## config.mk

```make
export PLATFORM = sky130hd
export DESIGN_NAME = fp32_normalize_round
export DESIGN_NICKNAME = d
export VERILOG_FILES = /design/src/rtl/fp32_pkg.sv /design/src/rtl/fp_round_rne.sv /design/src/rtl/fp32_normalize_round.sv
export SDC_FILE = /design/constraint.sdc
export NUM_CORES = 1
export LEC_CHECK = 0
export CAP_MARGIN = 20
export CORE_MARGIN = 3
export CORE_UTILIZATION = 47
export CTS_CLUSTER_DIAMETER = 200
export CTS_CLUSTER_SIZE = 14
export DETAILED_ROUTE_END_ITERATION = 10
export PLACE_DENSITY = 0.77
export SYNTH_ARGS = -nofsm -noshare
export SYNTH_HDL_FRONTEND = slang
export SYNTH_SLANG_ARGS = --single-unit
```

## constraint.sdc

```tcl
create_clock -name clk -period 2.4 [get_ports clk]
set_clock_uncertainty 0.15 [all_clocks]
set_input_delay 0.36 -clock clk [delete_from_list [all_inputs] [get_ports clk]]
set_output_delay 0.36 -clock clk [all_outputs]
set_load 0.02 [all_outputs]
```

## src/rtl/fp32_pkg.sv

```systemverilog
// Shared types and constants for the single-precision adder datapath.
// The unpacked operand layout is common to the add/align and normalise/round stages.
package fp32_pkg;

  localparam int FP_EXP_W   = 10;
  localparam int FP_MAN_W   = 28;
  localparam int FP_FRAC_W  = 23;
  localparam int FP_BIAS    = 127;
  localparam int FP_EXP_MIN = -126;
  localparam logic [7:0] FP_EXP_INF = 8'hFF;

  typedef enum logic [2:0] {
    IDLE,
    ALIGN,
    NORM,
    DENORM,
    ROUND,
    PACK,
    OUT
  } norm_state_e;

  typedef struct packed {
    logic                       sign;
    logic signed [FP_EXP_W-1:0] exp;
    logic [FP_MAN_W-1:0]        man;
  } fp_unpacked_t;

endpackage

```

## src/rtl/fp_round_rne.sv

```systemverilog
// Combinational round-to-nearest-even on a hidden+fraction+G/R/S mantissa.
// Returns the rounded 24-bit significand and the carry-out of the increment.
module fp_round_rne (
  input  logic [26:0] i_man,
  output logic [23:0] o_man,
  output logic        o_carry
);

  function automatic logic [24:0] round_rne(input logic [26:0] man);
    logic inc;
    inc = man[2] && (man[1] || man[0] || man[3]);
    return {1'b0, man[26:3]} + {24'h0, inc};
  endfunction

  logic [24:0] w_sum;

  assign w_sum            = round_rne(i_man);
  assign {o_carry, o_man} = w_sum;

endmodule

```

## src/rtl/fp32_normalize_round.sv

```systemverilog
// Post-add stage: normalises, denormalises, rounds (RNE) and packs a binary32 result.
// Multi-cycle FSM with one operation in flight and a bypass for pre-resolved specials.
module fp32_normalize_round
  import fp32_pkg::*;
#(
  parameter int EXP_W   = FP_EXP_W,
  parameter int BIAS    = FP_BIAS,
  parameter int EXP_MIN = FP_EXP_MIN
) (
  input  logic                    clk,
  input  logic                    rst,
  input  logic                    in_sign,
  input  logic signed [EXP_W-1:0] in_exp,
  input  logic [27:0]             in_man,
  input  logic                    in_special,
  input  logic [31:0]             in_special_val,
  input  logic                    in_valid,
  output logic                    in_ready,
  output logic [31:0]             c,
  output logic                    c_valid,
  input  logic                    c_ready
);

  localparam logic signed [EXP_W-1:0] EMIN  = EXP_W'(EXP_MIN);
  localparam logic signed [EXP_W-1:0] EMAX  = EXP_W'(BIAS);
  localparam logic signed [EXP_W-1:0] EBIAS = EXP_W'(BIAS);
  localparam logic signed [EXP_W-1:0] EONE  = EXP_W'(1);

  norm_state_e             r_state;
  logic                    r_sign;
  logic signed [EXP_W-1:0] r_exp;
  logic [27:0]             r_man;
  logic [31:0]             r_c;
  logic                    r_c_valid;

  logic                    w_accept;
  logic signed [EXP_W-1:0] w_exp_inc;
  logic signed [EXP_W-1:0] w_exp_dec;
  logic signed [EXP_W-1:0] w_biased;
  logic [27:0]             w_man_rsh;
  logic [23:0]             w_rnd_man;
  logic                    w_rnd_carry;
  logic [31:0]             w_pack;

  assign in_ready  = (r_state == IDLE) && !rst;
  assign w_accept  = in_valid && in_ready;
  assign w_exp_inc = r_exp + EONE;
  assign w_exp_dec = r_exp - EONE;
  assign w_biased  = r_exp + EBIAS;
  // Right shift that folds the two dropped-out bits into sticky.
  assign w_man_rsh = {1'b0, r_man[27:2], r_man[1] | r_man[0]};

  assign c       = r_c;
  assign c_valid = r_c_valid;

  fp_round_rne u_round (
    .i_man   (r_man[26:0]),
    .o_man   (w_rnd_man),
    .o_carry (w_rnd_carry)
  );

  always_comb begin
    w_pack = {r_sign, w_biased[7:0], r_man[25:3]};
    if (r_exp > EMAX) begin
      w_pack = {r_sign, FP_EXP_INF, 23'h0};
    end else if (!r_man[26]) begin
      w_pack = {r_sign, 8'h00, r_man[25:3]};
    end
  end

  always_ff @(posedge clk) begin
    if (rst) begin
      r_state   <= IDLE;
      r_sign    <= 1'b0;
      r_exp     <= '0;
      r_man     <= '0;
      r_c       <= '0;
      r_c_valid <= 1'b0;
    end else begin
      case (r_state)
        IDLE: begin
          if (w_accept) begin
            r_sign <= in_sign;
            r_exp  <= in_exp;
            r_man  <= in_man;
            if (in_special) begin
              r_c       <= in_special_val;
              r_c_valid <= 1'b1;
              r_state   <= OUT;
            end else begin
              r_state <= ALIGN;
            end
          end
        end
        ALIGN: begin
          if (r_man[27]) begin
            r_man <= w_man_rsh;
            r_exp <= w_exp_inc;
          end
          r_state <= NORM;
        end
        NORM: begin
          // Shifting stops at EXP_MIN so a zero mantissa terminates as a denormal zero.
          if (!r_man[26] && (r_exp > EMIN)) begin
            r_man <= {r_man[26:0], 1'b0};
            r_exp <= w_exp_dec;
          end else if (r_exp < EMIN) begin
            r_state <= DENORM;
          end else begin
            r_state <= ROUND;
          end
        end
        DENORM: begin
          r_man <= w_man_rsh;
          r_exp <= w_exp_inc;
          if (w_exp_inc == EMIN) begin
            r_state <= ROUND;
          end
        end
        ROUND: begin
          if (w_rnd_carry) begin
            r_man <= {1'b0, 1'b1, w_rnd_man, 2'b00};
            r_exp <= w_exp_inc;
          end else begin
            r_man <= {1'b0, w_rnd_man, 3'b000};
          end
          r_state <= PACK;
        end
        PACK: begin
          r_c       <= w_pack;
          r_c_valid <= 1'b1;
          r_state   <= OUT;
        end
        OUT: begin
          if (c_ready) begin
            r_c_valid <= 1'b0;
            r_state   <= IDLE;
          end
        end
        default: r_state <= IDLE;
      endcase
    end
  end

endmodule

```

-- Word-level counts from Yosys, hierarchy flattened
Cells that the tools add are included.
- word-level logic and storage cells: 75
- input port bits: 76
- output and inout port bits: 34
- register bits after elaboration: 75
- eq/ne operators: 15
- add/subtract/negate cells: 4
- bitwise gates (word level): 1
- $lt $le $gt $ge: 3
- reductions and logical operators: 19
- muxes and demuxes: 26
- operators by type and width (cell ; number):
    28-bit one-hot mux with 5 select lines ; 1
    32-bit two-way mux ; 2
    32-bit one-hot mux with 2 select lines ; 1
    31-bit two-way mux ; 2
    28-bit two-way mux ; 2
    27-bit two-way mux ; 2
    10-bit one-hot mux with 5 select lines ; 1
    10-bit two-way mux ; 4
    24-bit by 1-bit adder with 25-bit output ; 1
    3-bit one-hot mux with 7 select lines ; 1
    10-bit by 8-bit > comparator with 1-bit output, second input constant ; 2
    3-bit two-way mux ; 6
    2-bit != test, second input constant ; 7
    4-bit AND reduction ; 3
    10-bit by 2-bit adder with 10-bit output, second input constant ; 1
    10-bit by 8-bit == test with 1-bit output, second input constant ; 1
    10-bit by 8-bit < comparator with 1-bit output, second input constant ; 1
    10-bit by 2-bit subtractor with 10-bit output, second input constant ; 1
    3-bit == test, second input constant ; 3
    8-bit adder, second input constant ; 1
    3-bit by 2-bit == test with 1-bit output, second input constant ; 2
    3-bit AND reduction ; 2
    5-bit AND reduction ; 1
    5-bit nonzero test ; 1
    12 further kinds ; 19

-- Logic depth before layout (Yosys ltp)
- depth after elaboration: 6
- depth in mapped cells: 9
- depth with buffers taken out: 8

-- By module
Synthesis repeated with hierarchy kept, for this count alone.
- cells, all modules: 727
- area, all modules: 6004.5 um2
- by module, submodules not included (module ; area each (um2) ; instances ; cells each ; sequential area each (um2)):
    fp32_normalize_round ; 5537.8 ; 1 ; 661 ; 1501.4
    fp_round_rne ; 466.7 ; 1 ; 66 ; 0.0

-- Least setup slack after synthesis
OpenSTA, ideal clock, no wires.
- path kind: register to register
- from: register r_exp[0]
- to: register r_state[1]
- cell stages (with the launch flop): 9
- path buffers: 1
- period minus slack after synthesis: 2.481 ns
- required time: 2.117 ns
- arrival: 2.198 ns
- setup slack: -0.081 ns
- library setup time: 0.133 ns
- cells stage by stage: dfxtp_1 -> ha_1 -> buf_6 -> and3_4 -> mux2_4 -> o22ai_2 -> or4b_1 -> a2111oi_2 -> a211oi_1
- longest elaborated chain between the ends: 4
- elaborated cells on any way between the ends: 11
- classes of those cells: 1 x add/sub; 2 x order compare; 3 x eq/ne; 3 x mux; 2 x reduce/logical
- RTL lines (item ; RTL line ; source):
    from (decl) ; fp32_normalize_round.sv:31 ; logic signed [EXP_W-1:0] r_exp;
    from (signal assigned) ; fp32_normalize_round.sv:84 ; r_exp <= in_exp;
    from (signal assigned) ; fp32_normalize_round.sv:98 ; r_exp <= w_exp_inc;
    from (signal assigned) ; fp32_normalize_round.sv:106 ; r_exp <= w_exp_dec;
    10-bit by 2-bit adder with 10-bit output, or another cell as far along ; fp32_normalize_round.sv:47 ; assign w_exp_inc = r_exp + EONE;
    10-bit by 8-bit == test with 1-bit output, or another cell as far along ; fp32_normalize_round.sv:116 ; if (w_exp_inc == EMIN) begin
    2-bit != test (no source line) / 3-bit two-way mux (equally long branches) ; n/a ;
    4-bit AND reduction (no source line) / 3-bit one-hot mux with 7 select lines (equally long branches) ; n/a ;
    to (signal assigned) ; fp32_normalize_round.sv:117 ; r_state <= ROUND;
    to (signal assigned) ; fp32_normalize_round.sv:127 ; r_state <= PACK;
    to (signal assigned) ; fp32_normalize_round.sv:132 ; r_state <= OUT;
    to (decl) ; fp32_normalize_round.sv:29 ; norm_state_e r_state;
Parallel ways exist; a longest one is shown, timed or not. The select of a mux whose other input is x is not followed.
A chain may end at the register's enable or synchronous reset.

-- Final worst setup path
Ends and elaborated chain as after synthesis.

==> impl_metrics.toml <==
[job]
drv_cap = 0

[worst_hold_path]
min_to = "c[27]"
hp-start = "c[27]"
hold_class = "register to register"
holdPathStages = 2

[critical_path]
path_max_fanout = 4
rr_worst_depth = 7
worstSetupPathType = "register to register"
reg2reg_slack_ns = 0.02
required_ns = 2.43
reg2reg_from = "r_exp[0]"
critical_path_arrival_ns = 2.41
critPathLaunchType = "register"
timing.rr.end = "r_state[1]"
critPathCaptureType = "register"

[finish]
drive_gt1_frac = 0.158
stdcell_count = 1016
multi_input_area_mm2 = 0.00352
syn2layout_area_growth_pct = 37.6
stdcell_area_mm2 = 0.00743
nFillCells = 961
final_common_cell = "clkdlybuf4s50_1"
most-common-layout-cells = "clkdlybuf4s50_1, buf_4, nor2_1"
regArea_mm2 = 0.00150
nets = 953
fin_util = 0.674
insertedDiodeCount = 0

[logic_synthesis]
synth_edf_count = 0
ys_types = 77
synth_seq_cells = 75
netlist_instances = 739
synthFlopType = "dfxtp_1"
synth_async_sr_flop_share = 0
synth_warnings = 0
yosysSeqAreaShare = 0.278
syn-num-nets = 820
syn_avg_cell_area_um2 = 7.30
synth_area_mm2 = 0.00540

[placed_design]
place_ws_ns = -0.00665
placed_area_mm2 = 0.00705
place.gp.congestion = 0.986
hpwl_um = 14300
placed_cells = 1000
port_buffers = 109

[sta]
rsz0062_at_grt = "yes"
clock.fmax_mhz = 420
final_hold_viol_count = 0
setup_tns_ns = 0
hold_slack_ns = 0.316
setup_viol = 0
final.period_utilization = 0.992
maxSlewHeadroom = 0.388
slew_viol_final = 0
fin_ws_ns = 0.0187
period_needed_ns = 2.38
tightest_slew_ns = 0.918

[clock_network]
cts_sinks = 75
htreeDepth = 3
cts-root-buf = "clkbuf_16"
insertion_delay_ns = 0.34
numCtsBuffers = 9
clock_path_buffers = 2
clkSlewWorstSetupHoldPaths_ns = 0.06
cts_tree = "yes"

[die]
die_h_um = 113
ios = 110
start_util = 0.489
dieArea_mm2 = 0.0128
dieWidth_um = 113
fp.coreArea_mm2 = 0.0110
rows = 38

[grt]
grt.total_usage = 0.308
antenna_found_initial = 0
grt_pass1_wl_um = 32100
grt_max_degree = 79
grt_pass1_vias = 6438
overflow = 0

[outcome]
status = "finished clean"

[drt]
drc = 0
drtIter0Drc = 835
wirelength_um = 20000
drtAntennaViolNets = 0
num_vias = 6634
avgViaCountPerCell = 6.53
wl_per_cell_um = 19.7
first_pass_iters = 5

[power_and_ir_drop]
finalPower_mw = 9.74
pwr_density_cell_mw_per_mm2 = 1310
power_leakage_nw = 2.73
vdd_drop_max_uv = 754
[routing by layer]
metal / wire, um / GRT usage / share of wire
met1: 7400 / 0.367 / 0.37
met2: 9750 / 0.514 / 0.49
met3: 1880 / 0.0647 / 0.094
met4: 960 / 0.175 / 0.048
met5: 0 / 0 / 0
[cell type report]
type                       instances  area share
clock buffer                      10      0.0308
clock inverter                     5      0.0138
inverter                          12     0.00606
multi-input combinational        573       0.474
sequential                        75       0.202
tap                              140      0.0236
timing repair buffer             201       0.249
[critical path, stage by stage, from the launching register on]
cell and delay [ns]:
dfxtp_2 0.36, ha_1 0.18, and3_4 0.20, mux2_4 0.30, o22ai_2 0.10, or4b_4 0.51
a2111oi_4 0.31, a211oi_1 0.12
[worst max path at each step]
stage                             to  slack [ns]  cells after the start  startpoint
after floorplan           r_state[1]      0.0005                      8    r_exp[0]
after global placement      r_exp[0]        0.05                      8    r_man[3]
after detailed placement    r_exp[0]      -0.007                      8    r_man[3]
after CTS                   r_exp[6]        0.02                      9    r_exp[1]
after global routing        r_exp[6]       -0.03                      9    r_exp[1]
final                     r_state[1]        0.02                      7    r_exp[0]
[sequential cells by signal, indices dropped and copies added, names as in the netlist]
| name | flops |
|---|---|
| c_valid | 1 |
| c | 32 |
| r_exp | 10 |
| r_sign | 1 |
| r_state | 3 |
| r_man | 28 |
[kinds of logic after synthesis]
logic type,Yosys count,share of synthesized area
and+or+nand+nor,289,0.276
AOI/OAI and AO/OA,253,0.311
buffers and inverters,91,0.0777
DFF,75,0.278
xor gates and xnor gates,19,0.0308
muxes,7,0.0144
adders and majority gates,5,0.0116
[timing repair]
action                                  in CTS  in global routing
hold buffers                                 0                  0
pin swaps                                    2                  3
buffers inserted                             0                  1
endpoints found under the setup margin       4                 12
gates resized for setup                      3                  9
[power breakdown]
part / total, mW / internal, mW / switching (mW)
Combinational: 6.13 / 2.64 / 3.48
Sequential: 2.07 / 1.64 / 0.427
Clock: 1.54 / 1.01 / 0.536
Total: 9.74 / 5.30 / 4.44
[cell usage after synthesis (3+ instances only)]
cell type | instances | area share
nand4_1 | 10 | 0.012
a31o_2 | 3 | 0.0049
inv_1 | 12 | 0.0083
buf_6 | 5 | 0.010
and2_1 | 5 | 0.0058
o21ai_0 | 53 | 0.049
nand2b_1 | 10 | 0.012
buf_4 | 3 | 0.0042
a21oi_1 | 58 | 0.054
o211ai_1 | 5 | 0.0070
o221ai_1 | 4 | 0.0065
a221oi_1 | 27 | 0.044
xnor2_1 | 10 | 0.016
ha_1 | 5 | 0.012
o32ai_1 | 7 | 0.011
a31oi_1 | 18 | 0.021
nor2_1 | 80 | 0.056
mux2i_1 | 4 | 0.0074
or3_1 | 9 | 0.010
o22ai_1 | 27 | 0.031
nor3_1 | 41 | 0.038
nand3_1 | 13 | 0.012
clkbuf_1 | 47 | 0.033
and4_1 | 3 | 0.0049
a311oi_1 | 9 | 0.015
and3_1 | 11 | 0.013
nor2b_1 | 5 | 0.0058
nand2_1 | 70 | 0.049
buf_2 | 21 | 0.019
o31ai_1 | 6 | 0.0083
a211oi_1 | 12 | 0.017
nor4_1 | 8 | 0.0093
xor2_1 | 9 | 0.015
dfxtp_1 | 75 | 0.28
Note: power is estimated with default switching activity, not from simulation.
